File: config.mk
export PLATFORM = sky130hd
export DESIGN_NAME = mem_access_unit
export DESIGN_NICKNAME = d
export VERILOG_FILES = /design/src/rtl/mem_access_unit_pkg.sv /design/src/rtl/mem_access_unit_lane_extract.sv /design/src/rtl/mem_access_unit.sv
export SDC_FILE = /design/constraint.sdc
export NUM_CORES = 1
export LEC_CHECK = 0
export BUFFER_PORTS_ARGS = -buffer_cell sky130_fd_sc_hd__buf_2
export CAP_MARGIN = 20
export CORE_MARGIN = 2
export CORE_UTILIZATION = 49
export CTS_CLUSTER_DIAMETER = 200
export DETAILED_ROUTE_END_ITERATION = 7
export GPL_TIMING_DRIVEN = 0
export MAX_ROUTING_LAYER = met4
export PLACE_DENSITY = 0.81
export REMOVE_ABC_BUFFERS = 1
export SLEW_MARGIN = 25
export SYNTH_ARGS = -nofsm -noshare
export SYNTH_HDL_FRONTEND = slang
export SYNTH_SLANG_ARGS = --single-unit
File: constraint.sdc
create_clock -name clk -period 6 [get_ports clk]
set_input_delay 1.5 -clock clk [delete_from_list [all_inputs] [get_ports clk]]
set_output_delay 1.5 -clock clk [all_outputs]
set_load 0.05 [all_outputs]
File: src/rtl/mem_access_unit_pkg.sv
// Shared encodings for the load/store stage: access sizes, fault codes and FSM states.
package mem_access_unit_pkg;

    localparam logic [1:0] SZ_BYTE = 2'b00;
    localparam logic [1:0] SZ_HALF = 2'b01;
    localparam logic [1:0] SZ_WORD = 2'b10;

    typedef enum logic [1:0] {
        FLT_NONE  = 2'b00,
        FLT_ALIGN = 2'b01,
        FLT_RANGE = 2'b10
    } flt_t;

    typedef enum logic {
        ST_IDLE   = 1'b0,
        ST_RMW_WR = 1'b1
    } state_t;

endpackage

File: src/rtl/mem_access_unit_lane_extract.sv
// Picks the byte/half lane out of a little-endian word and sign- or zero-extends it.
module mem_access_unit_lane_extract
    import mem_access_unit_pkg::*;
(
    input  logic [31:0] word,
    input  logic [1:0]  addr_lo,
    input  logic [1:0]  size,
    input  logic        is_unsigned,
    output logic [31:0] data
);

    logic [7:0]  byte_sel;
    logic [15:0] half_sel;

    always_comb begin
        byte_sel = word[8*addr_lo +: 8];
        half_sel = addr_lo[1] ? word[31:16] : word[15:0];
        data     = 32'h0;
        case (size)
            SZ_BYTE: data = {{24{byte_sel[7] & ~is_unsigned}}, byte_sel};
            SZ_HALF: data = {{16{half_sel[15] & ~is_unsigned}}, half_sel};
            SZ_WORD: data = word;
            default: data = 32'h0;
        endcase
    end

endmodule

File: src/rtl/mem_access_unit.sv
// Load/store stage in front of word-only dmem: sub-word loads/stores, RMW for
// sub-word stores, and sticky capture of the first misaligned/out-of-range access.
//
//   state     | meaning
//   ST_IDLE   | accept requests; loads and word stores complete this cycle
//   ST_RMW_WR | write back the merged word of a sub-word store
module mem_access_unit
    import mem_access_unit_pkg::*;
#(
    parameter int MEM_WORDS = 64,
    parameter int AW        = 32
) (
    input  logic          clk,
    input  logic          reset,
    input  logic          req_valid,
    input  logic          req_write,
    input  logic [1:0]    req_size,
    input  logic          req_unsigned,
    input  logic [AW-1:0] req_addr,
    input  logic [AW-1:0] req_wdata,
    input  logic [AW-1:0] dmem_rd,
    output logic [AW-1:0] dmem_a,
    output logic [AW-1:0] dmem_wd,
    output logic          dmem_we,
    output logic [AW-1:0] load_data,
    output logic          stall,
    output logic          fault,
    output logic [1:0]    fault_code,
    output logic [AW-1:0] fault_addr
);

    state_t        state_q, state_d;
    logic [AW-1:0] rmw_addr_q, rmw_data_q;
    logic [AW-1:0] merged;
    logic [AW-1:0] lane_data;
    logic          misalign, out_of_range, req_fault, rmw_load;
    flt_t          fault_code_q;

    always_comb begin
        misalign = 1'b0;
        case (req_size)
            SZ_BYTE: misalign = 1'b0;
            SZ_HALF: misalign = req_addr[0];
            SZ_WORD: misalign = |req_addr[1:0];
            default: misalign = 1'b1;
        endcase
    end

    assign out_of_range = req_addr[AW-1:2] >= (AW-2)'(MEM_WORDS);
    // Faults are only judged on requests actually sampled in IDLE
    assign req_fault = req_valid && (state_q == ST_IDLE) && (misalign || out_of_range);

    always_comb begin
        merged = dmem_rd;
        if (req_size == SZ_BYTE)
            merged[8*req_addr[1:0] +: 8] = req_wdata[7:0];
        else
            merged[16*req_addr[1] +: 16] = req_wdata[15:0];
    end

    mem_access_unit_lane_extract u_lane (
        .word        (dmem_rd),
        .addr_lo     (req_addr[1:0]),
        .size        (req_size),
        .is_unsigned (req_unsigned),
        .data        (lane_data)
    );

    assign load_data = (state_q == ST_IDLE && req_valid && !req_write && !req_fault)
                       ? lane_data : '0;

    always_comb begin
        state_d  = state_q;
        dmem_a   = {req_addr[AW-1:2], 2'b00};
        dmem_wd  = req_wdata;
        dmem_we  = 1'b0;
        stall    = 1'b0;
        rmw_load = 1'b0;
        case (state_q)
            ST_IDLE: begin
                if (req_valid && req_write && !req_fault) begin
                    if (req_size == SZ_WORD) begin
                        dmem_we = 1'b1;
                    end else begin
                        stall    = 1'b1;
                        rmw_load = 1'b1;
                        state_d  = ST_RMW_WR;
                    end
                end
            end
            ST_RMW_WR: begin
                dmem_a  = rmw_addr_q;
                dmem_wd = rmw_data_q;
                dmem_we = 1'b1;
                state_d = ST_IDLE;
            end
            default: state_d = ST_IDLE;
        endcase
        // A reset arriving mid-cycle must kill a pending write immediately
        if (reset) begin
            dmem_we = 1'b0;
            stall   = 1'b0;
        end
    end

    always_ff @(posedge clk or posedge reset) begin
        if (reset) begin
            state_q    <= ST_IDLE;
            rmw_addr_q <= '0;
            rmw_data_q <= '0;
        end else begin
            state_q <= state_d;
            if (rmw_load) begin
                rmw_addr_q <= {req_addr[AW-1:2], 2'b00};
                rmw_data_q <= merged;
            end
        end
    end

    always_ff @(posedge clk or posedge reset) begin
        if (reset) begin
            fault        <= 1'b0;
            fault_code_q <= FLT_NONE;
            fault_addr   <= '0;
        end else if (req_fault && !fault) begin
            fault        <= 1'b1;
            fault_code_q <= misalign ? FLT_ALIGN : FLT_RANGE;
            fault_addr   <= req_addr;
        end
    end

    assign fault_code = fault_code_q;

endmodule

# Yosys cells after proc, flatten, opt, wreduce, memory -nomap -nowiden
# Index checks and enable logic that the tools add are counted.
# W data, S select, Z words.
totals:
  out_inout_bits: 133
  elab_cells: 52
  regBits: 98
  input_bits: 103
classes:
  add_sub_neg: 2
  bitwise_logic: 4
  magnitude_cmp: 1
  muxes: 19
  shift: 5
  n_eq_ne: 2
  n_reduce_logical: 13
ops:
  columns: ["operator", "count"]
  rows:
  - ["$mux W32", 4]
  - ["$pmux W32 S3", 1]
  - ["$neg A5 Y34", 2]
  - ["$bwmux W32", 2]
  - ["$shift A16 B34 Y32 const A", 1]
  - ["$shift A8 B34 Y32 const A", 1]
  - ["$shiftx A16 B34 Y32", 1]
  - ["$shiftx A8 B34 Y32", 1]
  - ["$shiftx A32 B6 Y8", 1]
  - ["$ge A30 B7 Y1 const B", 1]
  - ["$mux W16", 1]
  - ["$logic_and A1 B1 Y1", 7]
  - ["$mux W1", 7]
  - ["$pmux W1 S2", 2]
  - ["$logic_not A1 Y1", 3]
  - ["$pmux W1 S3", 1]
  - ["$and A1 B1 Y1", 2]
  - ["$eq A2 B1 Y1 const B", 1]
  - ["$eq A2 B2 Y1 const B", 1]
  - ["$logic_not A2 Y1", 1]
  - ["$mux W2", 1]
  - ["$not A1 Y1", 2]
  - ["$reduce_or A2 Y1", 1]
  - ["$logic_or A1 B1 Y1", 1]

# Longest topological paths before layout
depth:
  depth_word: 9
  depth_mapped: 9
  mapped_depth_nobuf: 6

# Cells and area by module
# A second synthesis with hierarchy kept.
unflattened:
  hier_cells: 555
  area_unflattened_um2: 6419.9
modules_own_cells:
  columns: ["mod", "cells_each", "n_inst", "seq_area_each_um2", "area_each_um2"]
  rows:
  - ["mem_access_unit", 435, 1, 2452.4, 5552.8]
  - ["mem_access_unit_lane_extract", 120, 1, 0.0, 867.1]

# Worst setup path before layout
# OpenSTA, ideal clock, no wires.
synth_path:
  path_type: "input -> output"
  startpoint: "input port reset"
  endpoint: "output port dmem_we"
  path_buffers: 0
  arrival_time_ps: 4136
  required_ps: 4500
  stages: 2
  slack_ps: 364
  cell_sequence: "inv_1 o21a_1"
synth_between:
  elab_chain_cells: 1
synth_lines:
  columns: ["item", "line", "text"]
  rows:
  - ["from (decl)", "mem_access_unit.sv:14", "input logic reset,"]
  - ["$mux W1", "mem_access_unit.sv:100", "if (reset) begin"]
  - ["to (decl)", "mem_access_unit.sv:24", "output logic dmem_we,"]
# No other way between the ends.

# Worst setup path in the final report
layout_path:
  startpoint: "input port req_addr[1]"
  endpoint: "output port load_data[13]"
layout_between:
  elab_chain_cells: 7
  elab_cells_between_ends: 11
  classes_between: "shift (1); mux (4); bitwise (1); reduce/logical (5)"
layout_lines:
  columns: ["item", "line", "text"]
  rows:
  - ["from (decl)", "mem_access_unit.sv:19", "input logic [AW-1:0] req_addr,"]
  - ["branches (longest 6 deep; another with $shiftx A32 B6 Y8)", null, null]
  - ["$mux W32 (*)", "mem_access_unit.sv:70", "? lane_data : '0;"]
  - ["to (decl)", "mem_access_unit.sv:25", "output logic [AW-1:0] load_data,"]
# Every way passes the cells marked *.

==> results <==
- The flow ran to the end, but the final reports show violations.
- The checks that failed: design-rule violations.
- The first detailed-routing pass took 7 iterations.
- The post-layout net count is just over 800.
- The share of total power consumed by net switching is between 20 and 30%.
- In this run the static leakage power is approximately 0.0039 uW.
- For the worst setup path, the data required time is roughly 4.5 ns.
- The clock root buffer master is clkbuf_16.
- The clock transition at the register clock pins on the worst setup and hold paths after CTS is 0.06 ns.
- The synthesized area per cell is 11.6 um^2.
- The most common cell after layout, fill and taps aside is buf_2.
- The worst register-to-register path has a setup slack of ~3.2 ns.
- The power density over the cells is around 210 nW/um^2.
- Counting instances, the worst hold path has a depth of 1.
- The cell row count is 39.
- In this run the standard cell core region covers roughly 12000 um^2.
- The number of nets with antenna violations after routing is 0.
- Once detailed placement completed, the half-perimeter wirelength came to 12.5 mm.
- In this run, the combinational gates consume between 10% and 20% of the power.
- For this run, the number of Yosys warnings is 0.
- In the global route stage, overall resource usage came out at ~27%.
- For the pin with the worst max-slew slack, the measured transition is a little over 1 ns.
- The clock network burns 38.9% of the power.
- The worst hold path terminates at rmw_addr_q[12]$_DFFE_PP0P_.
- From synthesis to final layout, the design area changed by 28.7%.
- The routed wirelength normalized by instance count is roughly 20 um.
- The top-level I/O count is roughly 240.
- The latest clock arrival within the worst-skew pair is ~0.33 ns.
- In this run, the number of DRC markers left after iteration 0 of detailed routing was ~430.
- The top fanout value on the critical path is 33.
- For this design, the CTS-stage hold fixing added 0 buffers.
- Input and output buffers added on the ports amount to roughly 230.
- The routability-driven placement congestion ratio is roughly 0.9.
- The period utilization is a little over nine tenths.
- After detailed routing, the number of vias per cell comes to 5.90.
- The share of the Yosys chip area taken by registers is between 40% and 50%.
- For this run, the share of the core covered by cells in the final layout is 65.0%.
- The timing-limited maximum frequency is ~170 MHz.
- The area of placed instances is 7170 um^2.
- The worst setup path is of the input pin to output port kind.
- The clock tree from TritonCTS is done.
- Setup violations remaining at the end of the flow were counted as 0.
- The endpoint of the most critical register-to-register path is rmw_data_q[16]$_DFFE_PP0P_.
- From bottom edge to top edge, the die measures about 110 um.
- The remaining global-route overflow is 0.
- Cell internal power was estimated by the tool at roughly 1100 uW.
- Max-cap violations in this run came to 0.
- The antenna cell count is 0.
- The maximum number of pins on one net before global-route repair is between 50 and 60.
- In this run the most critical hold path is launched from rmw_addr_q[12]$_DFFE_PP0P_.
- The headroom to the max-slew limit is 31.1%.
- The shortest clock period the worst path allows after layout is between 5 and 6 ns.
- The synthesized design contains between 90 and 100 register bits.
- The count of H-tree levels built during CTS is 3.
- The finished layout cell area is around 7500 um^2.
- The clock sink total is 98.
- The path class of the lowest-slack min-delay path is flip-flop to flip-flop.
- The count of cells along the worst register-to-register path is 6.
- The number of max-slew violations in the final report is 0.
- The area of the die is 12800 um^2.
- Yosys mapped a number of flops with a built-in enable equal to 0.
- The first global-routing pass estimated between 20 and 30 mm of wire.
- The worst-case IR drop observed on VDD is roughly 0.16 mV.
- The worst setup path is captured at an output port.
- Buffers inserted during clock tree synthesis total 9.
- The die width is ~110 um.
- The sort of element at the start of the critical path is an input pin.
- The total negative slack is 0 ns.
- In the synthesized netlist the async set-or-reset flop fraction comes to 100%.
- The initial antenna violation count is 0.
- The buffer levels on the longest clock path is 2.
- Setup repair after global routing left no endpoint under its margin.
- Leaving out fill and tap cells, the most frequent cells in the layout are buf_2, mux2_2, dfrtp_1, a21oi_1, nor2b_1.
- The wire length after detailed routing is between 15 and 20 mm.
- The cell area after synthesis is 5810 um^2.
- STA puts the critical path data arrival time at 4.33 ns.
- The register share of total power is between 40% and 50%.
- The most common flop cell mapped by yosys is dfrtp_1.
- The proportion of layout cells with a drive suffix above 1 is 58.6%.
- The number of distinct library cells after synthesis is 40.
- Clock skew on the completed layout was measured at just over 0.009 ns.
- The number of global-route vias before repair is 5157.
- The vias after detailed routing is between 5000 and 6000.
- The power dissipated by switching net loads is approximately 440 uW.
- The initial utilization of the core area, before any placement, comes to 50.5%.
- The launch instance of the worst register-to-register path is state_q$_DFF_PP0_.
- After detailed routing, the number of remaining DRC violations is 18.
- The cell count after synthesis is between 500 and 600.
- The hold violation total from the final report came to 0.
[Yosys cell counts, types with 2 or more instances]
library cell,instances,area (um^2)
mux2_2,135,1520
dfrtp_1,98,2450
a21oi_1,32,160
nor2b_1,30,188
nand2_1,24,90.1
mux2i_1,19,190
clkbuf_1,17,63.8
a21oi_2,16,140
a221oi_1,16,140
a22o_1,16,140
a22oi_1,16,120
buf_2,12,60.1
inv_1,7,26.3
mux2_1,6,67.6
nand3_1,6,30.0
ha_1,5,62.6
nor2_1,5,18.8
buf_1,4,15.0
nor4_2,4,50.1
buf_6,3,33.8
nor3_1,3,15.0
nor4_1,3,18.8
buf_4,2,15.0
nand3b_1,2,15.0
o211ai_1,2,15.0
o211ai_2,2,25.0
o21ai_0,2,10.0
o21ai_1,2,10.0
or2_2,2,12.5
[routing by layer]
metal / share of wire (%) / global-route usage (%)
met5: 0 / -
met4: 2.5 / 10.2
met3: 7.7 / 4.23
met2: 48 / 43.4
met1: 42 / 34.2
[power groups by stage]
stage / clock [uW] / combinational (uW) / sequential, uW
detailed placement: 0 / 291 / 673
floorplan: 0 / 181 / 673
global route: 639 / 313 / 660
finish: 607 / 295 / 660
CTS: 615 / 292 / 660
global placement: 0 / 278 / 673
[how the worst max path moves through the flow]
stage | startpoint | to | slack (ns)
after floorplan | reset | dmem_we | 0.36
after global placement | reset | dmem_we | -0.45
after detailed placement | req_addr[1] | load_data[13] | -0.16
after CTS | req_addr[1] | load_data[13] | 0.18
after global routing | req_addr[1] | load_data[13] | 0.03
final | req_addr[1] | load_data[13] | 0.17
[flip-flops by register name, indices dropped and copies added (netlist names)]
| signal | flops |
|---|---|
| fault_addr | 32 |
| state_q | 1 |
| fault_code | 2 |
| rmw_addr_q | 30 |
| fault | 1 |
| rmw_data_q | 32 |
[final cells by class]
cell class | instances | area, um^2
clock buffer | 11 | 233
clock inverter | 4 | 76.3
fill | 885 | 4040
inverter | 7 | 31.3
multi-input combinational | 360 | 3180
sequential | 98 | 2460
tap | 143 | 179
timing repair buffer | 243 | 1320
[per-stage QoR]
step                total power [uW]  setup WS [ns]  hold slack (ns)  instances
finish                          1560          0.167            0.497        866
CTS                             1570          0.184            0.490        866
global route                    1610         0.0262            0.513        866
detailed placement               964         -0.162            0.477        851
floorplan                        854          0.364            0.452        465
global placement                 951         -0.446            0.461        841
[repair_timing]
| item | 4_1_cts | 5_1_grt |
|---|---|---|
| buffers inserted | 0 | 0 |
| endpoints found under the setup margin | 32 | 0 |
| resized for setup | 1 | 0 |
[critical path: stages]
cell	delay, ns
buf_2	0.39
inv_1	0.26
ha_1	0.32
nor2b_1	0.23
o211ai_2	0.22
or4_4	0.78
a21oi_1	0.28
buf_2	0.31
[kinds of logic after synthesis]
logic type / after synthesis / share of synthesized area [%]
compound gates: 108 / 13.8
fa+ha+maj: 5 / 1.08
buf+inv: 45 / 3.68
flops: 98 / 42.2
mux: 160 / 30.6
other cells: 1 / 0.0645
simple gates: 85 / 8.61
Power figures use the tool's default switching activity.
